[src/rtl/frame_dispatcher.sv]
// Round-robin frame dispatcher: grants each upstream frame to a free image processor and meters its beats.
// Optional stall abort is compiled in with `define FRAME_DISPATCH_TIMEOUT_EN.
module frame_dispatcher #(
  parameter int unsigned IP_AMT      = 4,
  parameter int unsigned IP_ADDR_W   = 2,
  parameter int unsigned PGROUP_NUM  = 2400,
  parameter int unsigned TIMEOUT_CYC = 1024
) (
  input  logic                 clk,
  input  logic                 rst,
  input  logic                 frame_req_i,
  output logic                 frame_gnt_o,
  output logic [IP_ADDR_W-1:0] frame_dest_o,
  output logic                 stream_en_o,
  input  logic                 pgroup_valid_i,
  input  logic                 pgroup_ready_i,
  input  logic [IP_AMT-1:0]    ip_done_i,
  output logic [IP_AMT-1:0]    ip_busy_o,
  output logic                 frame_sent_o,
  output logic                 err_timeout_o
);

  localparam int unsigned CNT_W = $clog2(PGROUP_NUM + 1);

  if (PGROUP_NUM < 1 || TIMEOUT_CYC < 1 || (1 << IP_ADDR_W) < IP_AMT) begin : g_bad_params
    $error("frame_dispatcher: inconsistent parameters");
  end

  typedef enum logic [1:0] {ST_IDLE, ST_GRANT, ST_STREAM} state_t;

  state_t               state, state_n;
  logic [IP_ADDR_W-1:0] last_dest, last_dest_n, dest_q, dest_n, sel_dest;
  logic                 sel_found;
  logic [IP_AMT-1:0]    busy, busy_n;
  logic [CNT_W-1:0]     cnt, cnt_n;
  logic                 hs, last_beat, timeout;

  assign hs           = pgroup_valid_i & pgroup_ready_i;
  assign last_beat    = (cnt == CNT_W'(PGROUP_NUM - 1));
  assign frame_dest_o = dest_q;
  assign ip_busy_o    = busy;

`ifdef FRAME_DISPATCH_TIMEOUT_EN
  localparam int unsigned STALL_W = $clog2(TIMEOUT_CYC + 1);
  logic [STALL_W-1:0] stall;

  // Fires on the TIMEOUT_CYC-th consecutive STREAM cycle without a handshake.
  assign timeout       = (state == ST_STREAM) && !hs && (stall == STALL_W'(TIMEOUT_CYC - 1));
  assign err_timeout_o = timeout;

  always_ff @(posedge clk or posedge rst) begin
    if (rst)                                    stall <= '0;
    else if (state != ST_STREAM || hs || timeout) stall <= '0;
    else                                        stall <= stall + STALL_W'(1);
  end
`else
  assign timeout       = 1'b0;
  assign err_timeout_o = 1'b0;
`endif

  // First free processor above the previous destination, wrapping.
  always_comb begin
    int unsigned          idx;
    logic [IP_ADDR_W-1:0] idx_w;
    sel_found = 1'b0;
    sel_dest  = '0;
    idx       = 0;
    idx_w     = '0;
    for (int unsigned i = 1; i <= IP_AMT; i++) begin
      idx   = (32'(last_dest) + i) % IP_AMT;
      idx_w = IP_ADDR_W'(idx);
      if (!sel_found && !busy[idx_w]) begin
        sel_found = 1'b1;
        sel_dest  = idx_w;
      end
    end
  end

  always_comb begin
    state_n      = state;
    dest_n       = dest_q;
    last_dest_n  = last_dest;
    busy_n       = busy & ~ip_done_i;
    cnt_n        = cnt;
    frame_gnt_o  = 1'b0;
    stream_en_o  = 1'b0;
    frame_sent_o = 1'b0;
    unique case (state)
      ST_IDLE: begin
        // Grant bookkeeping is registered on entry so it is already visible during GRANT;
        // the set is applied after the done-clear so a coincident done loses.
        if (frame_req_i && sel_found) begin
          state_n          = ST_GRANT;
          dest_n           = sel_dest;
          last_dest_n      = sel_dest;
          busy_n[sel_dest] = 1'b1;
        end
      end
      ST_GRANT: begin
        frame_gnt_o = 1'b1;
        state_n     = ST_STREAM;
      end
      ST_STREAM: begin
        stream_en_o = 1'b1;
        if (hs) begin
          if (last_beat) begin
            frame_sent_o = 1'b1;
            cnt_n        = '0;
            state_n      = ST_IDLE;
          end else begin
            cnt_n = cnt + CNT_W'(1);
          end
        end else if (timeout) begin
          busy_n[dest_q] = 1'b0;
          cnt_n          = '0;
          state_n        = ST_IDLE;
        end
      end
      default: state_n = ST_IDLE;
    endcase
  end

  always_ff @(posedge clk or posedge rst) begin
    if (rst) begin
      state     <= ST_IDLE;
      dest_q    <= '0;
      last_dest <= IP_ADDR_W'(IP_AMT - 1);
      busy      <= '0;
      cnt       <= '0;
    end else begin
      state     <= state_n;
      dest_q    <= dest_n;
      last_dest <= last_dest_n;
      busy      <= busy_n;
      cnt       <= cnt_n;
    end
  end

endmodule
[config.mk]
export PLATFORM = sky130hd
export DESIGN_NAME = frame_dispatcher
export DESIGN_NICKNAME = d
export VERILOG_FILES = /design/src/rtl/frame_dispatcher.sv
export SDC_FILE = /design/constraint.sdc
export NUM_CORES = 1
export LEC_CHECK = 0
export ABC_AREA = 1
export CELL_PAD_IN_SITES_DETAIL_PLACEMENT = 0
export CELL_PAD_IN_SITES_GLOBAL_PLACEMENT = 1
export CORE_ASPECT_RATIO = 0.75
export CORE_MARGIN = 5
export CORE_UTILIZATION = 36
export CTS_CLUSTER_SIZE = 30
export DETAILED_ROUTE_END_ITERATION = 16
export PLACE_DENSITY = 0.8
export SETUP_SLACK_MARGIN = 0.15
export SLEW_MARGIN = 10
export SYNTH_ARGS = -nofsm -noshare
export SYNTH_HDL_FRONTEND = slang
export SYNTH_SLANG_ARGS = --single-unit
[constraint.sdc]
create_clock -name clk -period 1.7 [get_ports clk]
set_clock_uncertainty 0.2 [all_clocks]
set_input_delay 0.17 -clock clk [delete_from_list [all_inputs] [get_ports clk]]
set_output_delay 0.17 -clock clk [all_outputs]
set_load 0.02 [all_outputs]
# Word-level counts from Yosys, hierarchy flattened

Cells that the tools add are included.

Output and inout port bits: 10
Logic and storage cells: 70
Register bits: 22
Bits of input ports: 9

Bitwise gates (word level): 4
Add/subtract/negate cells: 5
Magnitude comparators: 6
Equal/unequal tests: 6
Reduce and logical (&&, ||, !) cells: 14
Mux-type cells: 30

Operators by type and width:

| cell                                                                          | count |
|---|---|
| 2-bit by 3-bit less-than comparator with 1-bit output (second input constant) | 5 |
| 1-bit 2-to-1 mux                                                              | 14 |
| 2-bit 2-to-1 mux                                                              | 7 |
| 12-bit by 1-bit adder with 12-bit output (second input constant)              | 1 |
| 12-bit == test (second input constant)                                        | 1 |
| 12-bit 2-to-1 mux                                                             | 1 |
| 1-bit binary-select mux with 2-bit select                                     | 4 |
| 4-bit 2-to-1 mux                                                              | 2 |
| 2-bit != test (second input constant)                                         | 3 |
| 2-bit case mux with 3 select lines                                            | 1 |
| 1-bit logical AND                                                             | 5 |
| 1-bit logical NOT                                                             | 5 |
| 2-bit by 1-bit adder with 2-bit output (second input constant)                | 2 |
| 2-bit adder (second input constant)                                           | 2 |
| 4-bit AND                                                                     | 1 |
| 4-bit NOT                                                                     | 1 |
| 4-bit bitwise OR                                                              | 1 |
| 2-bit AND reduction                                                           | 2 |
| 3-bit AND reduction                                                           | 1 |
| 1-bit demux with 2-bit select                                                 | 1 |
| 2-bit by 1-bit == test with 1-bit output (second input constant)              | 1 |
| 2-bit == test (second input constant)                                         | 1 |
| 2-bit by 1-bit >= comparator with 1-bit output (second input constant)        | 1 |
| 2-bit logical NOT                                                             | 1 |
| 1-bit AND                                                                     | 1 |

# Depth between registers and ports, before layout

Gate-level depths: netlist of run 1.

Depth in word-level cells: 19
Mapped depth: 12

# Worst setup path after synthesis of run 1

No wires, ideal clock.

Path kind: reg-to-reg
Start: register last_dest[0]
End: register busy[2], in the netlist ip_busy_o[2]
Data required time: 1383 ps
Library setup time: 117 ps
Data arrival time: 1402 ps
Slack: -20 ps
Cell stages (with the launch flop): 11
Cell sequence: dfstp_2 > buf_6 > nand2_2 > nand2_2 > nand2_2 > nand2_4 > inv_4 > nor3_4 > nor2_4 > nand3_1 > nand2_1

Cells in the longest elaborated chain, start to end: 19

RTL lines:

| item                                                                                                                                          | RTL line | RTL |
|---|---|---|
| start, declared                                                                                                                               | 32       | `logic [IP_ADDR_W-1:0] last_dest, last_dest_n, dest_q, dest_n, sel_dest;` |
| start signal, assigned                                                                                                                        | 127      | `last_dest <= IP_ADDR_W'(IP_AMT - 1);` |
| start signal, assigned                                                                                                                        | 133      | `last_dest <= last_dest_n;` |
| 2-bit adder                                                                                                                                   | 70       | `idx = (32'(last_dest) + i) % IP_AMT;` |
| 1-bit binary-select mux with 2-bit select                                                                                                     | 72       | `if (!sel_found && !busy[idx_w]) begin` |
| 1-bit 2-to-1 mux (not written as such)                                                                                                        | 72       |  |
| 1-bit logical NOT                                                                                                                             | 72       |  |
| 1-bit logical AND                                                                                                                             | 72       |  |
| 1-bit 2-to-1 mux                                                                                                                              | 72       |  |
| 1-bit logical NOT                                                                                                                             | 72       |  |
| 1-bit logical AND                                                                                                                             | 72       |  |
| [... 4 more ...]                                                                                                                              | n/a      |  |
| 2-bit by 3-bit less-than comparator with 1-bit output (not written as such) or 2-bit by 1-bit >= comparator with 1-bit output (tied branches) | 96       | `busy_n[sel_dest] = 1'b1;` |
| 1-bit logical AND (not written as such)                                                                                                       | 96       |  |
| 1-bit 2-to-1 mux (not written as such)                                                                                                        | 96       |  |
| 1-bit demux with 2-bit select                                                                                                                 | 96       |  |
| 4-bit bitwise OR (no line)                                                                                                                    | n/a      |  |
| 4-bit 2-to-1 mux *                                                                                                                            | 92       | `if (frame_req_i && sel_found) begin` |
| 4-bit 2-to-1 mux *                                                                                                                            | n/a      |  |
| net busy_n[2]                                                                                                                                 | 34       | `logic [IP_AMT-1:0] busy, busy_n;` |
| end signal, assigned                                                                                                                          | 134      | `busy <= busy_n;` |
| end, declared                                                                                                                                 | 34       |  |

The timed path passes the listed nets; every way through them passes the cells marked *. The select of a mux whose other input is x is not followed.
A chain may end at the register's enable or synchronous reset.

# Worst setup path in the final report of run 1

Start: register last_dest[0]
End: register busy[0], in the netlist ip_busy_o[0]

Same word-level chain as after synthesis.

==> results of run 1 <==
[worst min path at each step]
stage | from | slack (ns) | to | depth (start not counted)
6_report | rst | 0.04 | state[1] | 3
5_1_grt | rst | 0.11 | cnt[6] | 3
4_1_cts | rst | 0.05 | cnt[6] | 3
3_5_place_dp | frame_dest_o[1] | 0.30 | frame_dest_o[1] | 2
3_3_place_gp | frame_dest_o[0] | 0.30 | frame_dest_o[0] | 2
2_1_floorplan | rst | -0.04 | cnt[0] | 1
[cell usage after synthesis, drive strengths merged]
cell type	count
a21oi	3
a31oi	1
buf	3
conb	1
dfrtp	20
dfstp	2
ha	1
inv	25
nand2	72
nand3	20
nand4	7
nor2	16
nor3	11
nor3b	1
nor4	1
o21ai	12
o22ai	1
or2	5
or3	1
xor2	4
[per-layer routing]
layer | global-route usage [%] | vias to the layer above | wire length, µm
met1 | 23.5 | 730 | 2180
met4 | 4.15 | 0 | 45
li1 | - | 797 | -
met3 | 3.49 | 4 | 258
met5 | 0 | - | 0
met2 | 24.2 | 50 | 1900
[what timing repair did]
item,4_1_cts,5_1_grt
hold endpoints to repair,0,0
endpoints found under the setup margin,31,24
gates resized for setup,51,33
gates cloned,0,0
pin swaps,10,10
setup buffers,5,3
[area by class of cell]
type | count | area, µm²
Clock buffer | 4 | 55.1
Tap cell | 55 | 68.8
Inverter | 25 | 101
Sequential cell | 22 | 553
Fill cell | 370 | 1720
Timing Repair Buffer | 62 | 518
Multi-Input combinational cell | 157 | 1040
[through the flow]
step | setup WS [ns] | cells | hold slack [ns] | setup TNS (ns)
3_5_place_dp | -0.326 | 313 | 0.298 | -2.85
4_1_cts | -0.191 | 322 | 0.0528 | -1.63
6_report | -0.209 | 325 | 0.0413 | -1.75
3_3_place_gp | -0.289 | 313 | 0.304 | -2.35
5_1_grt | -0.336 | 325 | 0.106 | -2.99
2_1_floorplan | -0.00788 | 207 | -0.0423 | -0.0344
[cell families (layout without fill, tap and decap cells)]
family          after synthesis  after routing  share of synthesized area (%)
compound gates               17             17                           5.82
xor+xnor                      4              4                           2.33
fa+ha+maj                     1              1                          0.831
buf+inv                      28             91                           8.40
flops                        22             22                           36.7
other cells                   1              1                          0.249
simple gates                134            134                           45.6
[report_power, final]
part / switching [mW] / internal (mW) / leakage, nW / total [mW]
clock network: 0.174 / 0.207 / 0.0288 / 0.381
logic: 0.926 / 0.751 / 0.870 / 1.68
registers: 0.106 / 0.670 / 0.267 / 0.776
[registers in the layout (all words and copies together), names as in the netlist]
name	count
cnt	12
ip_busy_o	4
frame_dest_o	2
last_dest	2
state	2
[critical path, stage by stage (launching register included)]
cell and delay, ns:
dfstp_2 0.64, buf_4 0.14, nand2_2 0.04, nand2_2 0.09, nand2_2 0.06, nand2_4 0.09, inv_4 0.05, nor3_4 0.22
nor2_4 0.10, nand3_1 0.11, nand2_1 0.05
==> results.md, run 1 <==
- Status: complete, but fails checks
- Violated checks: setup timing
- Core footprint: 4050 µm²
- Vias: 1581
- Post-synthesis sequential area ratio: 36.7%
- Die Y: 66 µm
- Critical path capture point type: register
- Yosys top cell area share: 33.3%
- Post-Syn Area: 1510 µm²
- FMAX: 524 MHz
- Yosys reg bits: 22
- Synthesis-to-layout area growth: 55.0%
- Antenna-violating nets left: 0
- Leading cell type in the layout, fill and taps excluded: nand2_1
- Reg-to-Reg End: ip_busy_o[0]
- Count of cell types in the netlist: 30
- Max-cap violations: 0
- Clock Pin Slew Worst Setup and Hold Paths: 0.08 ns
- Setup-failing EPs final: 10
- Critical Path Fanout Max: 9
- Longest Clk Path Bufs: 2
- CTS tree: built
- # port buffers: 17
- Final core occ: 57.6%
- FF-to-FF path depth: 10
- Mean Syn Cell Area: 7.27 µm²
- Critical path class: register to register
- Final Power: 2.83 mW
- Leading area contributor after synthesis: dfrtp_1
- Number of clock sinks: 22
- Post-Route WL: 4390 µm
- Fin nets: 281
- Initial drt markers: 121
- Most area-consuming cells after synthesis: dfrtp_1 (33%), nand2_1 (13%), nand2_2 (7.5%), nand3_1 (6.7%), inv_1 (5.2%)
- Io pins: 19
- H-tree Lvls: 1
- Leakage dissipation: 1.17 nW
- Post-Syn Instances: 207
- Gpl congestion: 0.844
- Root buf cell: clkbuf_8
- Period Utilization, post-route: 112%
- Row Count: 20
- Starting density of the core: 37.1%
- Antenna cells: 0
- Worst hold path type: input port to async pin
- WL per Instance: 13.5 µm
- Worst R2R Setup Slack: -0.21 ns
- DIE AREA: 5590 µm²
- Worst r2r src: last_dest[0]
- CP Launch Point: last_dest[0]
- Residual DRC: 0
- Initial antenna violation count: 0
- Largest net degree at the start of global routing: 23
- PwrDens: 1210 nW/µm²
- Max IR drop VDD: 0.000708 V
- Unrepaired setup endpoints after global routing: yes
- Synth warn: 0
- First drt pass iteration count: 4
- Mapped Nets: 217
- Commonest cells after routing, fill and taps aside: nand2_1 (45), buf_4 (38), nand2_2 (21), dfrtp_1 (20), inv_1 (18)
- Worst skew pair latency: 0.26 ns
- CP Launch Type: register
- Layout cells sized above 1: 48.1%
- CP Capture Point: ip_busy_o[0]
- Fin area: 2330 µm²
- Vias/cell: 4.86
- CP required: 1.66 ns
- Final setup margin: -0.209 ns
- Final hold vios: 0
- All-Layer GR Usage: 16.1%
- Worst EP arrival: 1.87 ns
- Final Max Tran Viols: 0
- First-pass GRT wire length: 7160 µm
- # hold bufs at CTS: 0
- DP Area: 2000 µm²
- Vias in the first global route: 1522
- Total CTS buffers: 3
- HPWL Detailed: 3150 µm
- Total gr overflow: 0
- Die width: 84.7 µm
- Tmin final: 1.91 ns
No activity file was read; power rests on OpenSTA's default activity.
==> run 2: changes to the inputs <==
- CORE_UTILIZATION: 36 -> 43
- PLACE_DENSITY: 0.8 -> 0.89
- clock period: 1.7 -> 2.5 ns (I/O delays scaled with it)
==> run 2 against run 1 <==
Net effect:
- total power decreased by 51%
- final cell count decreased by 18%
- the flow now finishes without violations
- clock power decreased by 34%
- sequential share of layout area increased by 7.8 points
- non-clock buffer count decreased by 44
- first-iteration DRC count increased by 40%
- combinational power decreased by 68%
- sequential power decreased by 25%
==> results.md, run 2 (synthesized netlist as in run 1, its figures left out) <==
- Sequential share of power: 42.5% (+15 points)
- Initial drt markers: 170 (+40%)
- Row Count: 18 (-10%)
- Slowest stage cell, crit path: dfrtp_1
- Final Power: 1.38 mW (-51%)
- DIE AREA: 4800 µm² (-14%)
- Die width: 78.3 µm (-7.5%)
- Die Y: 61.2 µm (-7.2%)
- Vias: 1348 (-15%)
- Worst hold path type: input port to async pin
- FMAX: 477 MHz
- Antenna cells: 0 (unchanged)
- Critical path capture point type: output port
- Total CTS buffers: 3 (unchanged)
- Critical path class: register to output port
- Setup-failing EPs final: 0 (-10)
- Max-cap violations: 0 (unchanged)
- Layout cells sized above 1: 19.5% (-29 points)
- Clock Pin Slew Worst Setup and Hold Paths: 0.07 ns (about the same)
- HPWL Detailed: 2510 µm (-20%)
- Starting density of the core: 45.2% (+8.0 points)
- First-pass GRT wire length: 5780 µm (-19%)
- Global-route met3 utilization: 4.97% (+1.5 points)
- Longest Clk Path Bufs: 2 (unchanged)
- Setup TNS: 0 ns (+1.75 ns)
- Final Max Tran Viols: 0 (unchanged)
- Global routing usage on met1: 24.5% (+1.0 points)
- Total gr overflow: 0 (unchanged)
- Busiest grt layer: met1
- Critical path's largest stage delay: 0.38 ns (-0.26 ns)
- Fin nets: 237 (-16%)
- Worst EP arrival: 1.65 ns (-0.22 ns)
- Crit path max-delay family: buffers and inverters
- CP required: 2.05 ns (+0.39 ns)
- Met2 usage: 20.5% (-3.7 points)
- Residual DRC: 0 (unchanged)
- Largest register FFs: 12 (unchanged)
- Comb power frac: 39.2% (-20 points)
- Synthesis-to-layout area growth: 16.8%
- Period Utilization, post-route: 83.8%
- # port buffers: 17 (unchanged)
- Int Power: 0.801 mW (-51%)
- CP Launch Type: register
- Leading cell type in the layout, fill and taps excluded: nand2_1
- H-tree Lvls: 1 (unchanged)
- All-Layer GR Usage: 15.6% (-0.57 points)
- Commonest cells after routing, fill and taps aside: nand2_1 (51), inv_1 (21), nand3_1 (20), dfrtp_1 (19), nand2_2 (18)
- PwrDens: 784 nW/µm² (-35%)
- Max IR drop VDD: 0.000309 V (-56%)
- Core footprint: 3330 µm² (-18%)
- CTS tree: built
- Gpl congestion: 0.889 (+5.4%)
- WL per Instance: 12.2 µm (-9.6%)
- Clk pwr share: 18.4% (+5.0 points)
- First drt pass iteration count: 4 (unchanged)
- Root buf cell: clkbuf_8
- Antenna-violating nets left: 0 (unchanged)
- Worst skew pair latency: 0.26 ns (about the same)
- Number of clock sinks: 22 (unchanged)
- Critical Path Fanout Max: 4 (-5)
- Vias/cell: 5.07 (+4.2%)
- # hold bufs at CTS: 0 (unchanged)
- Setup bufs post-CTS: 0 (-5)
- Switching Share: 41.8% (-0.73 points)
- Io pins: 19 (unchanged)
- Switch Pwr: 0.576 mW (-52%)
- Initial antenna violation count: 0 (unchanged)
- Tmin final: 2.10 ns
- Post-cts repair resize count: 1 (-98%)
- Leakage dissipation: 0.879 nW (-25%)
- Vias in the first global route: 1229 (-19%)
- Unrepaired setup endpoints after global routing: no
- Largest net degree at the start of global routing: 23 (unchanged)
- Final hold vios: 0 (unchanged)
- Buf/Inv on CP: 2 (unchanged)
- Status: finished, final reports clean
- Crit path cell chain: ha_1, inv_1, nor2_1, nand4_1, nor3_1, dlygate4sd1_1
- Post-Route WL: 3250 µm (-26%)
- Largest register by flop count: cnt
==> run 2: cell types whose count changed in the layout (fill, tap and decap cells not counted), moves of 6 or more <==
| cell | before | now |
|---|---|---|
| buf_6 | 8 | 0 |
| nand2_1 | 45 | 51 |
| nand3_1 | 10 | 20 |
| o21ai_2 | 6 | 0 |
| dlygate4sd2_1 | 6 | 0 |
| nor3_1 | 1 | 9 |
| o21ai_0 | 3 | 9 |
| nand3_2 | 10 | 0 |
| buf_4 | 38 | 1 |
| clkdlybuf4s50_1 | 8 | 16 |
==> run 2: worst min-delay path, cell delays in order <==
cell             delay [ns]
clkdlybuf4s50_1        0.39
inv_1                  0.05
buf_4                  0.27
==> run 2: power by group through the flow <==
stage / clock network (mW) / logic (mW) / registers, mW
floorplan: 0 / 0.411 / 0.562
global placement: 0 / 0.536 / 0.586
detailed placement: 0 / 0.535 / 0.585
CTS: 0.265 / 0.538 / 0.580
global route: 0.279 / 0.622 / 0.607
finish: 0.253 / 0.539 / 0.585
==> run 2: worst paths after layout <==
path / start / end / slack, ns / cells after the start
min in group clk: frame_dest_o[1] / frame_dest_o[1] / 0.31 / 2
hold / removal: rst / ip_busy_o[1] / 0.12 / 3
hold reg to reg: frame_dest_o[1] / frame_dest_o[1] / 0.31 / 2
setup reg to reg: last_dest[0] / ip_busy_o[1] / 0.46 / 11
max in group asynchronous: rst / last_dest[1] / 1.71 / 3
setup / recovery: cnt[0] / frame_sent_o / 0.40 / 6
==> run 2: per-layer routing <==
metal / wire [µm] / vias up
met3: 215 / 2
li1: - / 705
met4: 18 / 0
met5: 0 / -
met2: 1200 / 36
met1: 1820 / 605
==> run 2: area by class of cell <==
cell class / instances / area (µm²)
Tap cell: 40 / 50.0
Fill cell: 333 / 1580
Multi-Input combinational cell: 157 / 826
Sequential cell: 22 / 554
Clock buffer: 4 / 55.1
Inverter: 25 / 96.3
Timing Repair Buffer: 18 / 176
==> run 2: per-stage QoR <==
stage                     util, %  cells  hold slack [ns]  setup slack (ns)  area (µm²)
after floorplan                 -    207           0.0377             0.780        1510
after global placement       51.1    262            0.285             0.359        1700
after detailed placement     51.1    262            0.301             0.357        1700
after CTS                    52.7    266            0.121             0.365        1760
after global routing         52.7    266            0.155             0.165        1760
final                        52.7    266            0.115             0.404        1760
==> RTL edit 1: new RTL, flow settings as in run 1 <==
`IP_ADDR_W`: 2 -> 4.
--- a/src/rtl/frame_dispatcher.sv
+++ b/src/rtl/frame_dispatcher.sv
@@ -3,5 +3,5 @@
 module frame_dispatcher #(
   parameter int unsigned IP_AMT      = 4,
-  parameter int unsigned IP_ADDR_W   = 2,
+  parameter int unsigned IP_ADDR_W   = 4,
   parameter int unsigned PGROUP_NUM  = 2400,
   parameter int unsigned TIMEOUT_CYC = 1024
Ports: changed (resized frame_dest_o); port bits go from 19 to 21. The function was not compared with the original's and may differ.
==> RTL edit 1 against run 1 <==
- the run still ends with setup timing left
- cell area grew 1.3%
- final cell count down 2.2%
- area after synthesis shrank 5.2%
- sequential cell count is the same
- via count is 9.4% lower
- non-clock buffer count grew 7
- wire length fell by 9.8%
- synthesized cell count is 5.3% lower
- setup slack worse by 0.069 ns
- critical endpoint unchanged
Power is not compared: it rests on default switching activity, and its combinational part moved more than twofold at a synthesized area within 25%.
==> RTL edit 1: results (changes against run 1) <==
Global routing
  – Global-route wire length before repair: 6223 µm (was 7162 µm)
  – GRT met2 Usage: 20.40% (was 24.22%)
  – Met1 usage in global routing: 23.75% (was 23.45%)
  – Met3 GRT Util: 3.601% (was 3.487%)
  – GRT Resource Usage Total: 15.00% (was 16.15%)
  – Vias in the first global route: 1284 (was 1522)

Synthesis
  – Synth Area in Adders: 0.8764% (was 0.8313%)
  – Post-synth top cells: nand2_1, inv_1, dfrtp_1, nor2_1, nand3_1 (was nand2_1, inv_1, dfrtp_1, nand3_1, nand2_2)
  – Distinct cells, synth: 32 (was 30)
  – Compound-Gate Fraction of Synth Area: 4.119% (was 5.819%)
  – Post-Synth XOR/XNOR Area: 2.454% (was 2.328%)
  – Synth area leaders: dfrtp_1, nand2_1, inv_1 (was dfrtp_1, nand2_1, nand2_2)
  – Post-synthesis instance total: 196 (was 207)

Place
  – Placed insts: 296 (was 313)
  – Dpl hpwl: 2825 µm (was 3147 µm)
  – RD Place Congestion: 0.8051 (was 0.8435)
  – Place WS: -0.3201 ns (was -0.3257 ns)
  – Cell area after placement: 1917 µm² (was 1999 µm²)

Run status
  – Status: complete, but fails checks (unchanged)
  – Failing checks: setup timing (unchanged)

Timing
  – # setup viols final: 12 (was 10)
  – Final worst-path setup slack: -0.2787 ns (was -0.2094 ns)
  – WHS: 0.03062 ns (was 0.04135 ns)

Finish
  – Final #Nets: 277 (was 281)
  – Fillers: 345 (was 370)
  – Fraction of layout cells with a size suffix above 1: 48.87% (was 48.15%)
  – Fin cells: 318 (was 325)

Worst setup path
  – Arrival @ worst endpoint: 1.94 ns (was 1.87 ns)
  – Max incr delay on CP: 0.60 ns (was 0.64 ns)
  – Critical path fanouts, max: 6 (was 9)
  – Worst Reg2Reg Path Length in Cells: 14 (was 10)

Drt
  – Post-DR vias/cell: 4.506 (was 4.865)
  – DR iter-0 viols: 110 (was 121)
RTL edit 1: cell types whose count changed in the layout (fill, tap and decap cells not counted), moves of 3 or more:
cell,delta
nand3_2,-9
o21ai_2,-5
buf_6,+4
nor2_2,+4
a21oi_1,-3
buf_4,+3
nand2_1,+3
nand3_4,+3
nor3_4,-3
RTL edit 1: layer usage:
layer,wire (µm),up-vias
met5,0,-
met3,232,2
met1,2020,647
met4,17,0
li1,-,754
met2,1685,30
RTL edit 1: worst register-to-register path, delay by kind of cell, from the launching register on:
kind          cells  cell delay [ns]
simple gates     11             0.79
flops             1             0.60
buf+inv           3             0.28
RTL edit 1: layout make-up:
type | count | area, µm² | area share [%]
Tap cell | 52 | 65.06 | 2.751
Timing Repair Buffer | 69 | 610.6 | 25.82
Sequential cell | 22 | 553.0 | 23.39
Multi-Input combinational cell | 147 | 967.2 | 40.90
Inverter | 24 | 97.59 | 4.127
Clock buffer | 3 | 41.29 | 1.746
Clock inverter | 1 | 30.03 | 1.270
RTL edit 1: kinds of logic after synthesis:
| logic type | Yosys count |
|---|---|
| compound gates | 10 |
| xor+xnor | 4 |
| fa+ha+maj | 1 |
| buf+inv | 29 |
| flops | 22 |
| other cells | 1 |
| simple gates | 129 |
RTL edit 1: report_power, final:
| group | leakage, µW | internal [µW] | total (µW) | switching, µW |
|---|---|---|---|---|
| combinational | 0.000866 | 228 | 447 | 218 |
| sequential | 0.000274 | 589 | 651 | 61.6 |
| clock | 0.0000357 | 315 | 490 | 175 |
| total | 0.00118 | 1130 | 1590 | 455 |
RTL edit 1: repair_timing:
item,4_1_cts,5_1_grt
gates resized for setup,38,51
pin swaps,9,20
setup buffers,4,15
endpoints found under the setup margin,26,24
==> RTL edit 2: new RTL, settings of run 1 <==
Without the edit above. Re-encode `state_t` (3 states) as one-hot, 3 bits wide.
--- a/src/rtl/frame_dispatcher.sv
+++ b/src/rtl/frame_dispatcher.sv
@@ -27,5 +27,5 @@
   end
 
-  typedef enum logic [1:0] {ST_IDLE, ST_GRANT, ST_STREAM} state_t;
+  typedef enum logic [2:0] {ST_IDLE = 3'b001, ST_GRANT = 3'b010, ST_STREAM = 3'b100} state_t;
 
   state_t               state, state_n;
Behaviour: no difference found for any inputs over 10 cycles, from zero or initial values and one cycle with rst high; not proved beyond that.
==> RTL edit 2 against run 1 <==
- the run still ends with setup timing left
- sequential cell count is 1 higher
- power is 26% higher
- area after synthesis is 2.2% higher
- highest routed layer unchanged
- sequential share of layout area is 0.83 points lower
- setup slack worse by 0.0014 ns
- cell area is 8.8% higher
- largest cell class unchanged
- wire length is 3.3% higher
- global-route usage is 0.52 points higher
- count of clock-buffer cells in the layout is 1 lower
==> RTL edit 2: results (changes against run 1) <==
Global routing
  – GRT met2 Usage: 24.32% (was 24.22%)
  – GRT Resource Usage Total: 16.66% (was 16.15%)
  – Met3 GRT Util: 3.214% (was 3.487%)
  – Vias in the first global route: 1559 (was 1522)
  – Met1 usage in global routing: 24.87% (was 23.45%)
  – Global-route wire length before repair: 7383 µm (was 7162 µm)

Finish
  – Fraction of layout cells with a size suffix above 1: 49.49% (was 48.15%)
  – Final #Nets: 304 (was 281)
  – Antenna cells: 0 (unchanged)
  – Fin cells: 348 (was 325)

Place
  – Place WS: -0.2936 ns (was -0.3257 ns)
  – Dpl hpwl: 3185 µm (was 3147 µm)
  – RD Place Congestion: 0.8090 (was 0.8435)
  – Cell area after placement: 2072 µm² (was 1999 µm²)
  – Placed insts: 327 (was 313)

CTS
  – Worst-Skew Late Latency: 0.28 ns (was 0.26 ns)

Timing
  – # setup viols final: 16 (was 10)
  – Final worst-path setup slack: -0.2107 ns (was -0.2094 ns)

Worst setup path
  – Critical path fanouts, max: 7 (was 9)
  – Cell family with most CP delay: simple AND/OR/NAND/NOR gates (unchanged)
  – Arrival @ worst endpoint: 1.92 ns (was 1.87 ns)
  – Max incr delay on CP: 0.65 ns

Drt
  – Met3 routed WL: 180 µm (was 258 µm)
  – Post-DR vias/cell: 4.759 (was 4.865)
  – WL met1: 2309 µm (was 2178 µm)
  – DR iter-0 viols: 145 (was 121)
  – DRT Wirelength: 4530 µm (was 4386 µm)
  – Met2 WL: 1960 µm (was 1903 µm)

Synthesis
  – Compound-Gate Fraction of Synth Area: 5.285% (was 5.819%)
  – Synth Area in Adders: 0.8130% (was 0.8313%)
  – Distinct cells, synth: 32 (was 30)
  – Post-synth top flop: dfrtp_1 (unchanged)
  – Synth area leaders: dfrtp_1, nand2_1, nand3_1 (was dfrtp_1, nand2_1, nand2_2)
  – Sequential area share after synthesis: 37.64% (was 36.74%)
  – Post-Syn Nets: 229 (was 217)
  – Post-Synth XOR/XNOR Area: 1.707% (was 2.328%)
  – Synth Area per Inst: 7.027 µm² (was 7.271 µm²)
  – Post-synth top cells: nand2_1, inv_1, nand3_1, dfrtp_1, nor2_1 (was nand2_1, inv_1, dfrtp_1, nand3_1, nand2_2)

Pwr
  – Peak supply drop: 738.5 µV (was 708.5 µV)
  – Clk power: 360 µW (was 381 µW)
  – Leak: 0.001309 µW (was 0.001166 µW)
  – Net Switching: 1676 µW (was 1206 µW)
  – P_seq: 898 µW (was 776 µW)

Run status
  – Failing checks: setup timing (unchanged)
  – Status: complete, but fails checks (unchanged)
[RTL edit 2: worst paths after layout]
path / startpoint / end / slack (ns) / cells past startpoint
hold reg to reg: frame_dest_o[1]$_DFFE_PP0P_ / frame_dest_o[1]$_DFFE_PP0P_ / 0.29 / 2
hold / removal: rst / cnt[0]$_DFFE_PP0P_ / 0.02 / 3
max in group asynchronous: rst / state[0]$_DFFE_PP1P_ / 0.99 / 3
setup / recovery: last_dest[0]$_DFFE_PP1P_ / ip_busy_o[3]$_DFF_PP0_ / -0.21 / 11
setup reg to reg: last_dest[0]$_DFFE_PP1P_ / ip_busy_o[3]$_DFF_PP0_ / -0.21 / 11
min in group clk: frame_dest_o[1]$_DFFE_PP0P_ / frame_dest_o[1]$_DFFE_PP0P_ / 0.29 / 2
[RTL edit 2: per-stage QoR]
stage / power (µW) / util (%) / setup TNS, ns
after floorplan: 2082 / - / 0
after global placement: 2746 / 50.80 / -2.414
after detailed placement: 2743 / 50.80 / -2.425
after CTS: 3311 / 56.81 / -1.534
after global routing: 3865 / 62.24 / -4.002
final: 3569 / 62.24 / -1.976
[RTL edit 2: cell type report]
class	count	area (µm²)
clock inverter	1	7.507
fill	361	1540
inverter	29	121.4
timing repair buffer	74	646.9
sequential	23	580.6
clock buffer	3	41.29
multi-input combinational	163	1072
tap	55	68.82
[RTL edit 2: tightest hold or removal path, delay by kind of cell]
| family | cells | cell delay, ns |
|---|---|---|
| buffers and inverters | 3 | 0.73 |
[RTL edit 2: timing repair]
action	4_1_cts	5_1_grt
gates resized for setup	65	48
buffers inserted	9	8
pin swaps	20	25
hold endpoints to repair	0	0
endpoints found under the setup margin	30	25
cloned	0	0
